$ cat src/rtl/bias_add_stage_pkg.sv
// Layer-wide constants shared by the bias-select mux and the bias add stage.
package bias_add_stage_pkg;
  localparam int DATA_W   = 18;
  localparam int N_LANES  = 16;
  localparam int N_GROUPS = 36;
  localparam int GRP_W    = 6;

  localparam logic [DATA_W-1:0] SAT_MAX = {1'b0, {(DATA_W-1){1'b1}}};
  localparam logic [DATA_W-1:0] SAT_MIN = {1'b1, {(DATA_W-1){1'b0}}};

  function automatic logic [DATA_W-1:0] lane(input logic [N_LANES*DATA_W-1:0] bus, input int i);
    return bus[i*DATA_W +: DATA_W];
  endfunction
endpackage

$ cat src/rtl/bias_add_stage_lane_sat.sv
// Per-lane datapath: widening add for S1, saturate + optional ReLU for S2.
module bias_lane_sat
  import bias_add_stage_pkg::*;
#(
  parameter int RELU_EN = 1
) (
  input  logic [DATA_W-1:0] acc,
  input  logic [DATA_W-1:0] bias,
  output logic [DATA_W:0]   sum,
  input  logic [DATA_W:0]   sum_q,
  output logic [DATA_W-1:0] res
);
  logic [DATA_W-1:0] sat;

  assign sum = {acc[DATA_W-1], acc} + {bias[DATA_W-1], bias};

  // overflow shows up as the two top bits of the widened sum disagreeing
  always_comb begin
    if (sum_q[DATA_W] != sum_q[DATA_W-1])
      sat = sum_q[DATA_W] ? SAT_MIN : SAT_MAX;
    else
      sat = sum_q[DATA_W-1:0];
    res = ((RELU_EN != 0) && sat[DATA_W-1]) ? '0 : sat;
  end
endmodule

$ cat src/rtl/bias_add_stage.sv
// Bias add stage: two-register pipeline adding per-group bias to adder-tree sums,
// owning the output-channel-group counter that selects the bias block.
module bias_add_stage
  import bias_add_stage_pkg::*;
#(
  parameter int N_adder_tree = N_LANES,
  parameter int RELU_EN      = 1
) (
  input  logic                           clk,
  input  logic                           rst,
  input  logic                           in_valid,
  output logic                           in_ready,
  input  logic [N_adder_tree*DATA_W-1:0] in_data,
  input  logic [N_adder_tree*DATA_W-1:0] bias_q,
  output logic [GRP_W-1:0]               grp_idx,
  output logic                           out_valid,
  input  logic                           out_ready,
  output logic [N_adder_tree*DATA_W-1:0] out_data,
  output logic                           out_last
);
  localparam int STAGES = 2;

  logic [N_adder_tree-1:0][DATA_W-1:0] acc_l, bias_l, res_l;
  logic [N_adder_tree-1:0][DATA_W:0]   sum_l, sum_q;
  logic [STAGES:1]                     vld_pipe;
  logic                                last_q;
  logic                                s1_ld, s2_ld, acc;

  assign acc_l  = in_data;
  assign bias_l = bias_q;

  assign s2_ld     = !vld_pipe[2] | out_ready;
  assign s1_ld     = !vld_pipe[1] | s2_ld;
  assign in_ready  = rst | s1_ld;
  assign acc       = in_valid & in_ready & !rst;
  assign out_valid = vld_pipe[2];

  for (genvar i = 0; i < N_adder_tree; i++) begin : g_lane
    bias_lane_sat #(.RELU_EN(RELU_EN)) u_lane (
      .acc  (acc_l[i]),
      .bias (bias_l[i]),
      .sum  (sum_l[i]),
      .sum_q(sum_q[i]),
      .res  (res_l[i])
    );
  end

  always_ff @(posedge clk) begin
    if (rst) begin
      vld_pipe <= '0;
      last_q   <= 1'b0;
      out_last <= 1'b0;
      out_data <= '0;
      grp_idx  <= '0;
    end else begin
      if (s1_ld) begin
        vld_pipe[1] <= acc;
        last_q      <= acc && (grp_idx == GRP_W'(N_GROUPS-1));
        if (acc) sum_q <= sum_l;
      end
      // S2 only refreshes data on a real transfer so held outputs stay put
      if (s2_ld) begin
        vld_pipe[2] <= vld_pipe[1];
        out_last    <= last_q & vld_pipe[1];
        if (vld_pipe[1]) out_data <= res_l;
      end
      if (acc) grp_idx <= (grp_idx == GRP_W'(N_GROUPS-1)) ? '0 : grp_idx + 1'b1;
    end
  end
endmodule

$ cat config.mk
export PLATFORM = sky130hd
export DESIGN_NAME = bias_add_stage
export DESIGN_NICKNAME = d
export VERILOG_FILES = /design/src/rtl/bias_add_stage_pkg.sv /design/src/rtl/bias_add_stage_lane_sat.sv /design/src/rtl/bias_add_stage.sv
export SDC_FILE = /design/constraint.sdc
export NUM_CORES = 1
export LEC_CHECK = 0
export CAP_MARGIN = 20
export CORE_AREA = 2 2 343 345
export DETAILED_ROUTE_END_ITERATION = 16
export DIE_AREA = 0 0 345 347
export GPL_ROUTABILITY_DRIVEN = 0
export GPL_TIMING_DRIVEN = 0
export HOLD_SLACK_MARGIN = 0.05
export PLACE_DENSITY = 0.59
export SLEW_MARGIN = 40
export SYNTH_ARGS = -nofsm -noshare
export SYNTH_HDL_FRONTEND = slang
export SYNTH_SLANG_ARGS = --single-unit
$ cat constraint.sdc
create_clock -name clk -period 18.4 [get_ports clk]
set_input_delay 2.76 -clock clk [delete_from_list [all_inputs] [get_ports clk]]
set_output_delay 2.76 -clock clk [all_outputs]
set_load 0.05 [all_outputs]
==> impl_results.md, run 1 <==
* Drt pass-1 iters at 7
* Pleak at 18.9 nW
* Power per cell area at 84.6 nW/um^2
* Top-area cell type share of the netlist area at 0.266
* Wire per inst at 19.6 um
* Worst Tran Pin Value at 0.816 ns
* Fill cells at 11377
* Die area at 120000 um^2
* Peak supply drop at 0.0674 mV
* Critical path data arrival time at 4.54 ns
* Post-CTS setup repair buffer count at 0
* Post-route ant nets at 0
* Fmax at 137 MHz
* Place WS at 11.08 ns
* Distinct cell type count after synthesis at 79
* Initial detailed-routing violation count at 1962
* CTS root buffer: clkbuf_16
* Crit-path slowest cell: clkdlybuf4s50_1
* Status: complete, no violations
* Max-Cap Viols at 0
* Max-slew violations at 0
* Post-synth EDFFs at 304
* Inst Count DP at 6190
* CP peak stage delay at 0.87 ns
* Area growth from synthesis to layout at 39.1%
* RR Startpoint: vld_pipe[2]
* Worst setup margin at 11.10 ns
* HP Start: out_data[265]
* Total core area at 116000 um^2
* Leading cell type in the layout, fill and taps excluded: clkdlybuf4s50_1
* FP Rows at 125
* Die H at 347 um
* Final HPWL DP at 102000 um
* CTS resizes at 0
* DRC Markers at 0
* Post-synthesis cell count at 3774
* CP Data Required Time at 15.64 ns
* Crit path capture type: output pin
* Type of origin of the critical path: input pin
* Asr flop ratio synth at 0
* Largest net degree at the start of global routing at 23
* Die extent in x at 345 um
* Yosys warnings at 0
* Final Hold Viols at 0
* GRT Total Usage at 0.199
* Number of vias per cell at 4.89
* Via Count at 31010
* Slew margin rel. at 0.456
* Worst path cell trace: clkdlybuf4s50_1 -> nand3b_1 -> nor2_1 -> inv_1 -> clkdlybuf4s50_1
* Clk_lat worst skew at 0.62 ns
* Total grt overflow at 0
* CTS max path bufs at 3
* Final non-filler cell total at 6338
* Final period util at 0.397
* First-pass GRT wire length at 183000 um
* Crit Path Class: in -> out
* Final nets at 5656
* Hold Crit Class: reg -> reg
* Final setup fails at 0
* CP startpoint: out_ready
* Worst-path clk slew at 0.06 ns
* Ys flop type: edfxtp_1
* Post-synthesis sequential area ratio at 0.430
* Antenna violations before repair at 24
* I/O Pins at 877
* CTS H-Tree Depth at 3
* CTS buffer count at 71
* Max Clock Skew at 0.0248 ns
* Pwr Total at 0.00404 W
* Syn Area/Cell at 9.10 um^2
* Largest fanout on the critical path at 3
* Hold Path Cell Cnt at 2
* RSZ-0062 raised after global routing: false
* Post-synth top area cell: edfxtp_1
* Shortest period the worst path allows at 7.30 ns
* Vias in the first global route at 29795
* Commonest non-fill, non-tap cells in the layout: clkdlybuf4s50_1, a21oi_1, nor2_1
* Initial Util at 0.297
* Clock sink count at 586
* Detailed Route WL at 124000 um
* IO buf count at 859
* Synth area leaders: edfxtp_1, dfxtp_1, ha_1
* Share of cells above drive strength 1 at 0.0494
* Most common cell on crit path: clkdlybuf4s50_1
* CTS tree: built
* Post-cts hold buffer count at 0
* R2r worst-path depth at 8
* Number of synthesized register bits at 586
* Post-Syn Area at 34300 um^2
## worst paths after layout
| path | to | slack (ns) |
|---|---|---|
| setup / recovery | in_ready | 11.10 |
| hold / removal | out_data[265] | 0.48 |
| setup reg to reg | out_data[244] | 14.92 |
| hold reg to reg | out_data[265] | 0.48 |
## worst max-delay path, delay by kind of cell
kind	cells	cell delay, ns
and+or+nand+nor	2	0.29
buffers and inverters	3	1.48
## layout make-up
cell class	count	area, um^2	area share
antenna	16	40.0	0.000839
inverter	153	574	0.0120
sequential	586	14800	0.309
clock buffer	89	1970	0.0412
buffer	189	812	0.0170
clock inverter	43	479	0.0100
timing repair buffer	877	8940	0.187
multi-input combinational	2861	18200	0.382
tap	1524	1910	0.0399
## power by group
| part | internal [W] | total, W | switching [W] |
|---|---|---|---|
| Combinational | 0.000435 | 0.00104 | 0.000607 |
| Clock | 0.000869 | 0.00146 | 0.000595 |
| Sequential | 0.00150 | 0.00154 | 0.0000373 |
## cell families after synthesis
kind of cell    share of synthesized area
compound gates                      0.207
simple gates                        0.137
flops                               0.430
buf+inv                            0.0403
fa+ha+maj                           0.126
xor+xnor                           0.0556
mux                               0.00281
other cells                      0.000109
## per-layer routing
metal  track usage  share of wire
met2         0.333           0.47
met4        0.0685          0.031
met3        0.0465          0.067
met5             0        0.00065
met1         0.252           0.43
## synthesized netlist by cell type (36+ instances only)
cell type,instances
a21oi_1,700
nor2_1,425
nand2_1,382
ha_1,321
edfxtp_1,304
dfxtp_1,282
inv_1,153
xnor2_1,141
clkbuf_1,124
o21ai_0,114
a21o_1,107
xor2_1,77
nor3_1,45
o21bai_1,39
nand2b_1,36
## flip-flops by register name, summed over array words and instances (netlist names)
register and count:
sum_q 304, out_data 272, grp_idx 6, vld_pipe 2, last_q 1, out_last 1
## stage by stage
step / area [um^2] / setup TNS [ns] / hold WS, ns / util
2_1_floorplan: 34400 / 0 / 0.426 / -
3_3_place_gp: 44900 / -1753.09 / 0.465 / 0.388
3_5_place_dp: 45300 / 0 / 0.474 / 0.391
4_1_cts: 47700 / 0 / 0.488 / 0.412
5_1_grt: 47700 / 0 / 0.505 / 0.412
6_report: 47700 / 0 / 0.484 / 0.413
(Power assumes the default switching activity.)
==> inputs of run 2 (changes only) <==
- CORE_AREA: 2 2 343 345 -> 2 2 345 347
- DIE_AREA: 0 0 345 347 -> 0 0 347 349
- PLACE_DENSITY: 0.59 -> 0.56
- clock period: 18.4 -> 6.85 ns (I/O delays scaled with it)
==> run 2 against run 1 <==
Net effect:
- first-iteration DRC count fell by 17%
- design area fell by 0.27%
- sequential power rose to 2.7 times the previous value
- die area rose by 1.2%
- sequential share of layout area rose by 0.085 points
- sequential cell count did not move
- global-route usage fell by 0.62 points
- critical path depth rose by 4
- hold slack got worse by 0.023 ns
- largest power group unchanged
==> impl_results.md, run 2 (synthesis gave the netlist of run 1 again) <==
* Antenna violations before repair at 35 (+46%)
* GRT Total Usage at 0.193 (-0.00622)
* Initial detailed-routing violation count at 1633 (-17%)
* Worst Tran Pin Value at 0.937 ns (+0.120 ns)
* Crit path capture type: register
* CTS root buffer: clkbuf_16
* CP Data Required Time at 7.40 ns (-8.24 ns)
* Largest register FFs at 304 (unchanged)
* Share of cells above drive strength 1 at 0.0471 (-0.00229)
* Worst-path clk slew at 0.06 ns (about the same)
* Clock sink count at 586 (unchanged)
* Post-CTS setup repair buffer count at 0 (unchanged)
* Max-slew violations at 0 (unchanged)
* CTS max path bufs at 3 (unchanged)
* Number of vias per cell at 4.84 (-1.0%)
* Post-cts hold buffer count at 0 (unchanged)
* Die area at 121000 um^2 (+1.2%)
* Final HPWL DP at 100000 um (-2.0%)
* Post-route ant nets at 0 (unchanged)
* First-pass GRT wire length at 179000 um (-2.3%)
* Crit Path Class: in -> reg
* Fill cells at 11650 (+2.4%)
* DRC Markers at 0 (unchanged)
* Die extent in x at 347 um (+0.58%)
* CP top delay family: buffers and inverters
* Fmax at 255 MHz
* FP Rows at 126 (+0.80%)
* Biggest register: sum_q
* Regs by FF count: sum_q x304, out_data x272, grp_idx x6
* Fin Hold WS at 0.460 ns (-0.0233 ns)
* Wire per inst at 19.3 um (-1.9%)
* Vias in the first global route at 29353 (-1.5%)
* CTS tree: built
* Buf/Inv on CP at 5 (+2)
* Hold Crit Class: reg -> reg
* Final Hold Viols at 0 (unchanged)
* CP peak stage delay at 0.60 ns (-0.27 ns)
* Slew margin rel. at 0.374 (-0.0820)
* Commonest non-fill, non-tap cells in the layout: clkdlybuf4s50_1, a21oi_1, nor2_1
* Area growth from synthesis to layout at 38.7%
* Final non-filler cell total at 6351 (+0.21%)
* Shortest period the worst path allows at 3.93 ns
* Critical path data arrival time at 4.47 ns (-0.07 ns)
* Die H at 349 um (+0.58%)
* RSZ-0062 raised after global routing: false
* Clk_lat worst skew at 0.64 ns (+0.02 ns)
* Multi-input logic area at 18300 um^2 (about the same)
* Final setup fails at 0 (unchanged)
* TNS Setup at 0 ns (unchanged)
* Storage cell area at 14800 um^2 (unchanged)
* Crit-path slowest cell: nand2b_2
* Total core area at 117000 um^2 (+1.5%)
* CTS buffer count at 70 (-1.4%)
* Detailed Route WL at 122000 um (-1.7%)
* Pleak at 18.8 nW (-0.34%)
* Most common cell on crit path: buf_2
* CTS resizes at 0 (unchanged)
* Max Clock Skew at 0.0263 ns (+0.00157 ns)
* Via Count at 30749 (-0.84%)
* Status: complete, no violations
* Drt pass-1 iters at 7 (unchanged)
* Largest net degree at the start of global routing at 21 (-8.7%)
* Largest fanout on the critical path at 11 (+8)
* Max-Cap Viols at 0 (unchanged)
* Power per cell area at 221 nW/um^2 (+160%)
* Inst Count DP at 6204 (+0.23%)
* Peak supply drop at 0.153 mV (+130%)
* Total grt overflow at 0 (unchanged)
* I/O Pins at 877 (unchanged)
* Final nets at 5657 (+0.018%)
* Final period util at 0.573
* Initial Util at 0.292 (-0.00433)
* Worst path cell trace: clkdlybuf4s50_1 -> nor2b_1 -> nand2b_2 -> buf_2 -> buf_2 -> buf_2 -> buf_2 -> a21oi_1 -> nor2_1
* Leading cell type in the layout, fill and taps excluded: clkdlybuf4s50_1
* IO buf count at 859 (unchanged)
* CTS H-Tree Depth at 3 (unchanged)
* Type of origin of the critical path: input pin
## run 2: path summary, 6_finish.rpt
check,depth (start not counted),slack [ns],to,from
min,1,0.46,last_q,last_q
max reg2reg,8,3.38,out_data[238],vld_pipe[2]
max,9,2.92,out_data[238],out_ready
min reg2reg,1,0.46,last_q,last_q
## run 2: metal layers
layer / track usage / vias up / share of wire
met5: 0 / - / 0.0013
met4: 0.0672 / 24 / 0.030
met3: 0.0524 / 185 / 0.071
met2: 0.327 / 860 / 0.48
met1: 0.235 / 14277 / 0.42
li1: - / 15403 / -
## run 2: final cells by class
type | count | share of cell area
antenna | 17 | 0.000893
buffer | 189 | 0.0171
inverter | 153 | 0.0121
clock inverter | 27 | 0.00591
clock buffer | 103 | 0.0413
sequential | 586 | 0.310
multi-input combinational | 2861 | 0.383
timing repair buffer | 879 | 0.189
tap | 1536 | 0.0404
## run 2: per-stage QoR
stage	util	instance area, um^2	power [W]	setup slack, ns
after floorplan	-	34400	0.00592	-0.0541
after global placement	0.383	44900	0.00692	-3.29
after detailed placement	0.386	45300	0.00695	2.13
after CTS	0.405	47600	0.0107	2.79
after global routing	0.405	47600	0.0111	2.71
final	0.405	47600	0.0105	2.92
## run 2: power by group
| part | leakage [nW] | switching (W) | total (W) | internal [W] |
|---|---|---|---|---|
| registers | 5.15 | 0.0000894 | 0.00411 | 0.00402 |
| clock network | 1.09 | 0.00154 | 0.00367 | 0.00213 |
| logic | 12.6 | 0.00160 | 0.00276 | 0.00117 |
## run 2: worst register-to-register path, cell delays in order (launching register included)
cell      delay [ns]
dfxtp_1         0.35
nor2b_1         0.24
nand2b_2        0.60
buf_2           0.62
buf_2           0.51
buf_2           0.54
buf_2           0.34
a21oi_1         0.11
nor2_1          0.10
==> inputs of run 3 (changes only) <==
- CORE_AREA: 2 2 345 347 -> 2 2 343 345
- DIE_AREA: 0 0 347 349 -> 0 0 345 347
- PLACE_DENSITY: 0.56 -> 0.59
- clock period: 6.85 -> 3.5 ns (I/O delays scaled with it)
==> run 3 against run 2 <==
Net effect:
- wire length is 1.5% higher
- combinational power is 97% higher
- non-clock buffer count stayed put
- total power is 99% higher
- first-iteration DRC count is 3.7% higher
- via count is 1.4% higher
- global-route usage is 0.55 points higher
- register-to-register slack worse by 3.0 ns
- largest cell class unchanged
- largest power group unchanged
==> impl_results.md, run 3 (synthesis gave the netlist of run 1 again) <==
* Leading cell type in the layout, fill and taps excluded: clkdlybuf4s50_1
* Clk_lat worst skew at 0.64 ns (about the same)
* DRC Markers at 0 (unchanged)
* Type of origin of the critical path: input pin
* Biggest register: sum_q
* Fmax at 308 MHz
* Status: complete, no violations
* Internal at 0.0145 W (+98%)
* Pleak at 18.9 nW (+0.35%)
* Switching pwr at 0.00645 W (+100%)
* Initial Util at 0.297 (+0.00433)
* Die H at 347 um (-0.57%)
* Detailed Route WL at 124000 um (+1.5%)
* Total grt overflow at 0 (unchanged)
* Clk pwr share at 0.356 (+0.008)
* Hold Crit Class: reg -> reg
* I/O Pins at 877 (unchanged)
* Max-slew violations at 0 (unchanged)
* Highest Signal Layer: met5
* Worst-path clk slew at 0.06 ns (about the same)
* Met2 WL at 59200 um (+1.9%)
* CP Data Required Time at 4.06 ns (-3.34 ns)
* CTS buffer count at 70 (unchanged)
* Area growth from synthesis to layout at 39.0%
* Peak supply drop at 0.301 mV (+97%)
* Switching part of the total power at 0.308 (+0.00188)
* Post-CTS setup repair buffer count at 0 (unchanged)
* RR Startpoint: vld_pipe[2]
* Final Hold Viols at 0 (unchanged)
* Wire per inst at 19.6 um (+1.7%)
* Post-cts hold buffer count at 0 (unchanged)
* Die area at 120000 um^2 (-1.1%)
* FP Rows at 125 (-0.79%)
* Share of cells above drive strength 1 at 0.0490 (+0.00188)
* Max Clock Skew at 0.0255 ns (-0.000806 ns)
* CP startpoint: out_ready
* Shortest period the worst path allows at 3.25 ns
* Crit path capture type: register
* Design area at 47700 um^2 (+0.24%)
* Drt pass-1 iters at 5 (-2)
* Worst Tran Pin Value at 0.814 ns (-0.122 ns)
* Largest register FFs at 304 (unchanged)
* Final HPWL DP at 101000 um (+0.96%)
* Die extent in x at 345 um (-0.58%)
* Largest net degree at the start of global routing at 21 (unchanged)
* Critical Path Sink: out_data[207]
* Commonest non-fill, non-tap cells in the layout: clkdlybuf4s50_1, a21oi_1, nor2_1
* Reg-to-Reg End: out_data[207]
* Fill cells at 11368 (-2.4%)
* Placed Instance Area at 45300 um^2 (about the same)
* Crit Path Class: in -> reg
* Initial detailed-routing violation count at 1693 (+3.7%)
* Fin Hold WS at 0.483 ns (+0.0226 ns)
* CTS H-Tree Depth at 3 (unchanged)
* Via Count at 31188 (+1.4%)
* First-pass GRT wire length at 182000 um (+1.8%)
* R2r worst-path depth at 8 (unchanged)
* R2R setup slack at 0.40 ns (-2.98 ns)
* Clock sink count at 586 (unchanged)
* Post-route ant nets at 0 (unchanged)
* Seq pwr share at 0.384 (-0.006)
* CTS tree: built
* Power per cell area at 440 nW/um^2 (+98%)
* Slew margin rel. at 0.450 (+0.0763)
* HP Start: last_q
* CTS max path bufs at 3 (unchanged)
* Met1 WL at 52000 um (+0.93%)
* TNS Setup at 0 ns (unchanged)
* Final setup fails at 0 (unchanged)
* Met3 WL at 9020 um (+3.2%)
* Vias in the first global route at 29738 (+1.3%)
* Combinational share of power at 0.260 (-0.002)
* Critical path data arrival time at 3.81 ns (-0.66 ns)
* Final period util at 0.928
* Final nets at 5657 (unchanged)
* Total core area at 116000 um^2 (-1.5%)
* RSZ-0062 raised after global routing: false
* Number of vias per cell at 4.92 (+1.7%)
* CTS root buffer: clkbuf_16
* Regs by FF count: sum_q x304, out_data x272, grp_idx x6
* IO buf count at 859 (unchanged)
* Largest fanout on the critical path at 10 (-1)
* Antenna violations before repair at 26 (-26%)
* Max-Cap Viols at 0 (unchanged)
* GRT Total Usage at 0.199 (+0.00548)
-- run 3: changes by cell type in the layout (fill, tap and decap cells not counted), moves of 2 or more --
cell / previous run / this run
clkbuf_1: 145 / 138
clkbuf_8: 5 / 10
buf_2: 35 / 32
clkinv_8: 4 / 1
inv_6: 1 / 4
clkbuf_16: 72 / 74
diode_2: 17 / 15
-- run 3: area by class of cell --
class | count | area (um^2) | area share
inverter | 153 | 574 | 0.0120
clock buffer | 103 | 2060 | 0.0432
antenna | 15 | 37.5 | 0.000786
sequential | 586 | 14800 | 0.310
tap | 1524 | 1910 | 0.0400
buffer | 189 | 820 | 0.0172
multi-input combinational | 2861 | 18300 | 0.383
clock inverter | 27 | 282 | 0.00590
timing repair buffer | 879 | 9000 | 0.188
-- run 3: routing by layer --
layer,GRT usage,vias to the layer above
met5,0,-
met4,0.0696,14
li1,-,15415
met2,0.337,954
met3,0.0565,180
met1,0.240,14625
-- run 3: how the worst min path moves through the flow --
stage	endpoint	depth (start not counted)
after floorplan	last_q	1
after global placement	last_q	1
after detailed placement	last_q	1
after CTS	last_q	1
after global routing	out_data[281]	2
final	last_q	1
-- run 3: metrics by stage --
stage / util / cells / worst slack (ns) / power [W]
final: 0.412 / 6337 / 0.251 / 0.0210
after global routing: 0.412 / 6335 / 0.0394 / 0.0220
after CTS: 0.412 / 6322 / 0.0308 / 0.0212
after detailed placement: 0.392 / 6192 / -0.919 / 0.0136
after global placement: 0.388 / 6172 / -6.48 / 0.0136
after floorplan: - / 3789 / -2.90 / 0.0116
-- run 3: repair_timing --
action	4_1_cts	5_1_grt
endpoints found under the setup margin	80	80
pin swaps	0	0
gates resized for setup	1	1
cloned	0	0
-- run 3: critical path, stage by stage --
cell             delay (ns)
clkdlybuf4s50_1        0.54
nor2b_1                0.28
nand2b_2               0.59
buf_4                  0.43
buf_2                  0.42
clkbuf_4               0.45
buf_2                  0.30
a21oi_1                0.10
nor2_1                 0.09
-- run 3: power by group through the flow --
stage | logic, W | clock network (W) | registers (W)
after global routing | 0.00597 | 0.00793 | 0.00810
final | 0.00545 | 0.00747 | 0.00806
after detailed placement | 0.00542 | 0 | 0.00821
after floorplan | 0.00287 | 0 | 0.00872
after CTS | 0.00546 | 0.00768 | 0.00806
after global placement | 0.00532 | 0 | 0.00824
